[src/rtl/key_entry_buffer.sv]
// Keypad digit-entry buffer: edits up to DIGITS BCD digits and commits them on enter.
// Define KEY_BEEP_EN to build the key-acknowledge beep generator; otherwise beep is tied low.
module key_entry_buffer #(
    parameter int DIGITS     = 4,
    parameter int TIMEOUT    = 50000,
    parameter int BEEP_TICKS = 500
) (
    input  logic                         clk_10k,
    input  logic                         rst_n,
    input  logic [3:0]                   key_code,
    input  logic                         key_valid,
    output logic [4*DIGITS-1:0]          entry_bcd,
    output logic [$clog2(DIGITS+1)-1:0]  entry_len,
    output logic                         editing,
    output logic [4*DIGITS-1:0]          value_bcd,
    output logic                         commit,
    output logic                         beep
);
    localparam int LW = $clog2(DIGITS + 1);
    localparam int TW = $clog2(TIMEOUT + 1);
    localparam logic [LW-1:0] LEN_FULL   = LW'(DIGITS);
    localparam logic [TW-1:0] TIMER_LOAD = TW'(TIMEOUT);

    typedef enum logic [1:0] {IDLE, ENTRY, COMMIT} state_t;

    state_t              state_reg, state_next;
    logic [4*DIGITS-1:0] entry_reg, entry_next;
    logic [4*DIGITS-1:0] value_reg, value_next;
    logic [LW-1:0]       len_reg, len_next;
    logic [TW-1:0]       timer_reg, timer_next;
    logic                ack_single, ack_double;
    logic                is_digit, is_bksp, is_clear, is_enter;

    assign is_digit = key_valid && (key_code <= 4'd9);
    assign is_bksp  = key_valid && (key_code == 4'hA);
    assign is_clear = key_valid && (key_code == 4'hB);
    assign is_enter = key_valid && (key_code == 4'hC);

    always_ff @(posedge clk_10k or negedge rst_n) begin
        if (!rst_n) begin
            state_reg <= IDLE;
            entry_reg <= '0;
            value_reg <= '0;
            len_reg   <= '0;
            timer_reg <= '0;
        end else begin
            state_reg <= state_next;
            entry_reg <= entry_next;
            value_reg <= value_next;
            len_reg   <= len_next;
            timer_reg <= timer_next;
        end
    end

    always_comb begin
        state_next = state_reg;
        entry_next = entry_reg;
        value_next = value_reg;
        len_next   = len_reg;
        timer_next = timer_reg;
        ack_single = 1'b0;
        ack_double = 1'b0;
        case (state_reg)
            ENTRY: begin
                if (is_digit) begin
                    timer_next = TIMER_LOAD;
                    if (len_reg < LEN_FULL) begin
                        entry_next = {entry_reg[4*DIGITS-5:0], key_code};
                        len_next   = len_reg + 1'b1;
                        ack_single = 1'b1;
                    end else begin
                        ack_double = 1'b1;
                    end
                end else if (is_bksp) begin
                    entry_next = {4'h0, entry_reg[4*DIGITS-1:4]};
                    len_next   = len_reg - 1'b1;
                    timer_next = TIMER_LOAD;
                    ack_single = 1'b1;
                    if (len_reg == LW'(1)) begin
                        state_next = IDLE;
                    end
                end else if (is_clear) begin
                    entry_next = '0;
                    len_next   = '0;
                    timer_next = '0;
                    ack_single = 1'b1;
                    state_next = IDLE;
                end else if (is_enter) begin
                    value_next = entry_reg;
                    entry_next = '0;
                    len_next   = '0;
                    timer_next = TIMER_LOAD;
                    ack_single = 1'b1;
                    state_next = COMMIT;
                end else if (timer_reg <= TW'(1)) begin
                    // Idle too long: abandon the entry without touching value_bcd.
                    entry_next = '0;
                    len_next   = '0;
                    timer_next = '0;
                    state_next = IDLE;
                end else begin
                    timer_next = timer_reg - 1'b1;
                end
            end
            default: begin
                // IDLE and the single COMMIT cycle share the same key rules so no key is lost.
                state_next = IDLE;
                if (is_digit) begin
                    entry_next = {{(4*DIGITS-4){1'b0}}, key_code};
                    len_next   = LW'(1);
                    timer_next = TIMER_LOAD;
                    ack_single = 1'b1;
                    state_next = ENTRY;
                end
            end
        endcase
    end

    assign entry_bcd = entry_reg;
    assign entry_len = len_reg;
    assign editing   = (state_reg == ENTRY);
    assign value_bcd = value_reg;
    assign commit    = (state_reg == COMMIT);

`ifdef KEY_BEEP_EN
    localparam int BW = $clog2(3 * BEEP_TICKS + 1);
    localparam logic [BW-1:0] BEEP_ONE   = BW'(BEEP_TICKS);
    localparam logic [BW-1:0] BEEP_TWO   = BW'(2 * BEEP_TICKS);
    localparam logic [BW-1:0] BEEP_THREE = BW'(3 * BEEP_TICKS);

    logic [BW-1:0] beep_cnt_reg;
    logic          beep_dbl_reg;

    always_ff @(posedge clk_10k or negedge rst_n) begin
        if (!rst_n) begin
            beep_cnt_reg <= '0;
            beep_dbl_reg <= 1'b0;
        end else if (ack_double) begin
            beep_cnt_reg <= BEEP_THREE;
            beep_dbl_reg <= 1'b1;
        end else if (ack_single) begin
            beep_cnt_reg <= BEEP_ONE;
            beep_dbl_reg <= 1'b0;
        end else if (beep_cnt_reg != '0) begin
            beep_cnt_reg <= beep_cnt_reg - 1'b1;
        end
    end

    // Double beep is on-off-on over 3*BEEP_TICKS; the middle third is silent.
    assign beep = (beep_cnt_reg != '0) &&
                  !(beep_dbl_reg && (beep_cnt_reg > BEEP_ONE) && (beep_cnt_reg <= BEEP_TWO));
`else
    logic beep_unused;
    assign beep_unused = ack_single | ack_double | (BEEP_TICKS == 0);
    assign beep        = 1'b0;
`endif

endmodule
[config.mk]
export PLATFORM = sky130hd
export DESIGN_NAME = key_entry_buffer
export DESIGN_NICKNAME = d
export VERILOG_FILES = /design/src/rtl/key_entry_buffer.sv
export SDC_FILE = /design/constraint.sdc
export NUM_CORES = 1
export LEC_CHECK = 0
export CAP_MARGIN = 15
export CORE_UTILIZATION = 41
export CTS_BUF_LIST = sky130_fd_sc_hd__clkbuf_4 sky130_fd_sc_hd__clkbuf_8
export DETAILED_ROUTE_END_ITERATION = 8
export HOLD_SLACK_MARGIN = 0.03
export PLACE_DENSITY = 0.72
export RECOVER_POWER = 25
export SETUP_SLACK_MARGIN = 0.5
export SYNTH_ARGS = -nofsm -noshare
export SYNTH_HDL_FRONTEND = slang
export SYNTH_SLANG_ARGS = --single-unit
[constraint.sdc]
create_clock -name clk_10k -period 2.7 [get_ports clk_10k]
set_clock_uncertainty 0.15 [all_clocks]
set_input_delay 0.54 -clock clk_10k [delete_from_list [all_inputs] [get_ports clk_10k]]
set_output_delay 0.54 -clock clk_10k [all_outputs]
set_load 0.01 [all_outputs]
==> impl_metrics.toml, run 1 <==
[detailed_routing]
route.detailed.wl_per_inst_um = 16.5
number_of_drc_markers_in_iteration_0 = 187
dr.pass1.iters = 5
detailroute.via_count = 2349
post_detailed_routing_wire_length_um = 6750
route.detailed.drc = 0
detail-route-antenna-nets = 0
routed_via_density = 5.73

[hold_path]
hold_path_cell_cnt = 1
min_path_type = "reg -> reg"

[yosys]
synthDistinctLibCells = 47
synthMostInstantiatedCell = "sky130_fd_sc_hd__dfrtp_1"
yosysSeqAreaShare_pct = 49.4
syn_inst = 260
yosys_register_bits = 53
synth_edf_count = 0
synth-main-ff-cell = "sky130_fd_sc_hd__dfrtp_1"
synth_nets = 272
post_synth_main_area_contributors = "sky130_fd_sc_hd__dfrtp_1 49%, sky130_fd_sc_hd__mux2_2 8.4%, sky130_fd_sc_hd__o21ai_0 3.5%, sky130_fd_sc_hd__o2bb2ai_1 2.9%, sky130_fd_sc_hd__nand2_1 2.8%"
synth_top_cells_by_count = "53 x sky130_fd_sc_hd__dfrtp_1, 20 x sky130_fd_sc_hd__mux2_2, 20 x sky130_fd_sc_hd__nand2_1"
avgSynthCellArea_um2 = 10.3
synthArstFlopShare_pct = 100
yosysTopAreaCellShare_pct = 49.4
netlist.top_cell.by_area = "sky130_fd_sc_hd__dfrtp_1"
ys.warnings.count = 0
synth_area_um2 = 2690

[worst_setup_path]
worst_setup_path_start_kind = "register"
crit_path_top_delay_cell = "sky130_fd_sc_hd__or4_4"
critPathMostFrequentCell = "sky130_fd_sc_hd__or4_4"
timing.rr.start = "timer_reg[13]"
data_arrival_time_of_the_critical_path_ns = 2.53
timing.setup.critical_path_class = "reg -> reg"
crit_path_max_fanout = 8
critPathLaunch = "timer_reg[13]"
reg2reg_slack_ns = 0.21
timing.critical_path.to_type = "register"
critPathMaxStageDelay_ns = 0.55
cp_cell_sequence = "or4_4, or4_4, o21ai_4, nand3_4, mux2_4"
worstSetupEndpoint = "entry_bcd[2]"
worstRegToRegCells = 5
regToRegEndpoint = "entry_bcd[2]"
required_ns = 2.73

[cells_and_area]
drive_above_1_share_pct = 24.6
insertedDiodeCount = 0
final_cells = 410
nets = 344
finish.instance_area_um2 = 3660
layout-area-overhead-vs-synth_pct = 36.2

[placed_design]
pre_cts_slack_ns = 0.0527
postPlaceCellArea_um2 = 3320
gp_routability_congestion = 0.887
placement.io_buffers = 43
dpl.cell_count = 387
post-dp-hpwl_um = 4590

[floorplanning]
die_x_um = 82.9
height_of_the_chip_um = 82.9
top_level_ports = 45
num_rows = 29
dieArea_um2 = 6880
fp.coreArea_um2 = 6350
starting_density_of_the_core_pct = 42.3

[timing]
hold_viol = 0
post-route-period-util_pct = 92.3
hold_slack_ns = 0.361
fin_setup_tns_ns = 0
setup_ws_ns = 0.207
setup_viol_count_final = 0
timing.fmax_ghz = 0.401
timing_worst_slew_pin_value_ns = 0.873
max_slew_violation_total_from_the_final_report = 0
finalWorstPathRequiredPeriod_ns = 2.49
setup_repair_after_global_routing_missed_its_margin = "true"
timing.max_slew.rel_slack_pct = 41.8

[clocking]
worst_skew_pair.late_latency_ns = 0.31
tritoncts.num_buffers = 5
sinks_on_clock_net = 53
cts.root.buffer_cell = "sky130_fd_sc_hd__clkbuf_8"
clkTransAtPathRegs_ns = 0.10
clockBufferDepth = 2
cts-htree-levels = 2
tritoncts_clock_tree = "built"

[global_routing]
grt_first_pass_wirelength_um = 11200
global_route.usage.total_pct = 20.1
antenna_found_initial = 0
grt_remaining_overflow = 0
first_global_vias = 2147
grt_start_max_net_pins = 21

[pwr]
pwr_density_cell_nw_per_um2 = 660
cellLeakagePower_uw = 0.00159
vdd_ir_drop_max_v = 0.000365

[job]
drv_cap = 0

[run_status]
outcome = "finished clean"
==> logic make-up (layout without fill, tap and decap cells) <==
| kind of cell | count (synthesis) | after routing | share of synthesized area, % |
|---|---|---|---|
| multiplexers | 22 | 22 | 9.13 |
| adder cells (fa/ha/maj) | 5 | 5 | 2.33 |
| flip-flops | 53 | 53 | 49.4 |
| AND/OR/NAND/NOR | 78 | 79 | 15.1 |
| other | 1 | 1 | 0.140 |
| AO/OA/AOI/OAI | 77 | 77 | 20.1 |
| buffers and inverters | 24 | 96 | 3.82 |
==> worst max-delay path, delay by kind of cell, from the launching register on <==
kind	cells	cell delay, ns
simple gates	3	1.24
flops	1	0.41
mux	1	0.33
compound gates	1	0.22
==> cells in the final DEF (no fill, tap or decap), drive strengths merged, types with 3 or more instances in the layout <==
cell	n
nand3	13
a22o	5
nor4	3
ha	5
or4	5
a2bb2oi	3
inv	12
nor3	6
o21ai	20
buf	30
clkbuf	9
o311ai	3
a21oi	12
nand2	20
nand2b	3
o21a	3
mux2	20
a22oi	8
dfrtp	53
clkdlybuf4s50	40
nor2	17
o2bb2ai	9
==> per-stage QoR <==
step                util, %  total power, uW
finish                 57.6             2410
global route           57.6             2560
CTS                    56.8             2410
detailed placement     52.3             1770
global placement       52.3             1760
floorplan                 -             1440
==> what timing repair did <==
item	4_1_cts	5_1_grt
gates cloned	1	0
resized for setup	21	11
endpoints found under the setup margin	41	51
setup buffers	10	3
pin swaps	12	9
hold endpoints to repair	15	0
hold buffers	1	0
==> how the worst min path moves through the flow <==
stage / start / endpoint / slack, ns
floorplan: rst_n / entry_bcd[0] / 0.09
global placement: rst_n / value_bcd[15] / 0.32
CTS: value_bcd[0] / value_bcd[0] / 0.36
detailed placement: rst_n / value_bcd[15] / 0.33
global route: value_bcd[4] / value_bcd[4] / 0.39
finish: value_bcd[0] / value_bcd[0] / 0.36
==> metal layers <==
metal | vias to the layer above | GRT usage (%) | wire, um | share of wire, %
met4 | 0 | 5.33 | 129 | 1.9
li1 | 1103 | - | - | -
met5 | - | 0 | 0 | 0
met2 | 70 | 31.0 | 3290 | 49
met1 | 1166 | 29.4 | 3090 | 46
met3 | 10 | 3.18 | 245 | 3.6
==> area by class of cell <==
cell class,count,area [um^2]
Tap cell,77,96.3
Sequential cell,53,1330
Clock buffer,6,76.3
Inverter,12,45.0
Clock inverter,2,38.8
Fill cell,552,2690
Timing Repair Buffer,76,698
Multi-Input combinational cell,184,1380
==> report_power, final <==
group	internal [uW]	switching [uW]
combinational	422	410
sequential	911	122
clock	289	262
total	1620	793
Note: power is estimated with default switching activity, not from simulation.
==> inputs of run 2 (changes only) <==
--- a/config.mk
+++ b/config.mk
@@ -6,11 +6,11 @@
 export NUM_CORES = 1
 export LEC_CHECK = 0
 export CAP_MARGIN = 15
-export CORE_UTILIZATION = 41
+export CORE_UTILIZATION = 52
 export CTS_BUF_LIST = sky130_fd_sc_hd__clkbuf_4 sky130_fd_sc_hd__clkbuf_8
 export DETAILED_ROUTE_END_ITERATION = 8
 export HOLD_SLACK_MARGIN = 0.03
-export PLACE_DENSITY = 0.72
+export PLACE_DENSITY = 0.86
 export RECOVER_POWER = 25
 export SETUP_SLACK_MARGIN = 0.5
 export SYNTH_ARGS = -nofsm -noshare
==> impl_metrics.toml, run 2 (same netlist as run 1, synthesis figures left out) <==
[run_status]
outcome = "complete, but fails checks"
failing_checks = "capacitance limit, slew limit"

[global_routing]
global_route.usage.total_pct = 28.9
grt_first_pass_wirelength_um = 11700
first_global_vias = 2312
grt_remaining_overflow = 0
antenna_found_initial = 0
grt_start_max_net_pins = 28

[cells_and_area]
drive_above_1_share_pct = 25.8
layout-area-overhead-vs-synth_pct = 35.8
final_cells = 400
finish.instance_area_um2 = 3650
nets = 344
fillerInstances = 300
insertedDiodeCount = 0
mostFrequentLayoutCells = "53 x sky130_fd_sc_hd__dfrtp_1, 40 x sky130_fd_sc_hd__clkdlybuf4s50_1, 26 x sky130_fd_sc_hd__buf_4"
layout_commonest_cell = "sky130_fd_sc_hd__dfrtp_1"

[detailed_routing]
number_of_drc_markers_in_iteration_0 = 308
post_detailed_routing_wire_length_um = 7500
routed_via_density = 6.28
detailroute.via_count = 2513
dr.pass1.iters = 6
detail-route-antenna-nets = 0
route.detailed.drc = 0
route.detailed.wl_per_inst_um = 18.8

[clocking]
cts-htree-levels = 2
cts.root.buffer_cell = "sky130_fd_sc_hd__clkbuf_8"
worst_skew_pair.late_latency_ns = 0.31
tritoncts.num_buffers = 5
clockBufferDepth = 2
sinks_on_clock_net = 53
tritoncts_clock_tree = "built"
postCtsHoldBufs = 0
clkTransAtPathRegs_ns = 0.10

[worst_setup_path]
worstRegToRegCells = 7
timing.setup.critical_path_class = "reg -> reg"
data_arrival_time_of_the_critical_path_ns = 2.55
cp_cell_sequence = "or4_4, or4_4, buf_4, buf_6, o21a_4, a32oi_2, o21ai_1"
critPathMaxStageDelay_ns = 0.55
critical_path_cell_count = 7
crit_path_max_fanout = 6
critPathMostFrequentCell = "sky130_fd_sc_hd__or4_4"
required_ns = 2.75
timing.critical_path.to_type = "register"
path_buf_inv = 2
worst_setup_path_start_kind = "register"
crit_path_top_delay_cell = "sky130_fd_sc_hd__or4_4"
critical-path-top-delay-family = "simple AND/OR/NAND/NOR gates"

[floorplanning]
die_x_um = 73.9
starting_density_of_the_core_pct = 55.4
height_of_the_chip_um = 73.9
fp.coreArea_um2 = 4850
num_rows = 25
top_level_ports = 45
dieArea_um2 = 5460

[timing]
timing.fmax_ghz = 0.400
hold_viol = 0
finalWorstPathRequiredPeriod_ns = 2.50
setup_viol_count_final = 0
setup_repair_after_global_routing_missed_its_margin = "true"
fin_setup_tns_ns = 0
hold_slack_ns = 0.364
max_slew_violation_total_from_the_final_report = 28
timing_worst_slew_pin_value_ns = 1.51
timing.max_slew.rel_slack_pct = -0.673
post-route-period-util_pct = 92.7

[pwr]
pwr_density_cell_nw_per_um2 = 650
vdd_ir_drop_max_v = 0.000416
cellLeakagePower_uw = 0.00158

[placed_design]
dpl.cell_count = 376
postPlaceCellArea_um2 = 3300
placement.io_buffers = 43
post-dp-hpwl_um = 4650
gp_routability_congestion = 0.986

[hold_path]
min_path_type = "reg -> reg"
hold_path_cell_cnt = 1

[job]
drv_cap = 1
## run 2: final cells by class
type / instances / area, um^2 / share of cell area [%]
multi-input combinational: 184 / 1400 / 38.4
sequential: 53 / 1330 / 36.4
timing repair buffer: 76 / 701 / 19.2
tap: 67 / 83.8 / 2.30
clock buffer: 5 / 68.8 / 1.89
inverter: 12 / 45.0 / 1.23
clock inverter: 3 / 21.3 / 0.583
## run 2: where the power goes
| group | internal (uW) | switching, uW | leakage (uW) | total [uW] |
|---|---|---|---|---|
| combinational | 419 | 447 | 0.000848 | 865 |
| clock | 185 | 277 | 0.0000445 | 461 |
| sequential | 910 | 135 | 0.000688 | 1050 |
| total | 1510 | 858 | 0.00158 | 2370 |
## run 2: repair_timing
item                                    in CTS  in global routing
endpoints found under the setup margin      36                 52
resized for setup                           20                 20
cloned                                       1                  0
pin swaps                                   12                 11
hold endpoints to repair                     0                  0
buffers inserted                            10                  5
## run 2: path summary, 6_finish.rpt
| kind | from | slack, ns | endpoint |
|---|---|---|---|
| worst max-delay path | timer_reg[12] | 0.20 | state_reg[0] |
| worst min-delay path | value_bcd[4] | 0.36 | value_bcd[4] |
| worst min register to register | value_bcd[4] | 0.36 | value_bcd[4] |
| max in group asynchronous | rst_n | 0.81 | entry_bcd[4] |
| worst max register to register | timer_reg[12] | 0.20 | state_reg[0] |
| min in group asynchronous | rst_n | 0.43 | entry_len[2] |
## run 2: per-stage QoR
step / power [uW] / util, % / setup slack [ns]
6_report: 2370 / 75.2 / 0.197
5_1_grt: 2490 / 75.2 / 0.138
4_1_cts: 2300 / 72.7 / 0.229
3_5_place_dp: 1790 / 68.1 / 0.0620
3_3_place_gp: 1760 / 68.1 / 0.111
2_1_floorplan: 1440 / - / 0.228
## run 2: metal layers
layer | wire [um] | track usage, % | vias up
li1 | - | - | 1105
met1 | 3220 | 40.6 | 1231
met2 | 3510 | 43.1 | 156
met3 | 613 | 6.72 | 21
met4 | 158 | 11.5 | 0
met5 | 0 | 0 | -
## run 2: worst reg2reg max path, delay by kind of cell (launching register included)
kind                   cells  cell delay (ns)
AO/OA/AOI/OAI              3             0.48
buffers and inverters      2             0.27
AND/OR/NAND/NOR            2             1.07
flip-flops                 1             0.42
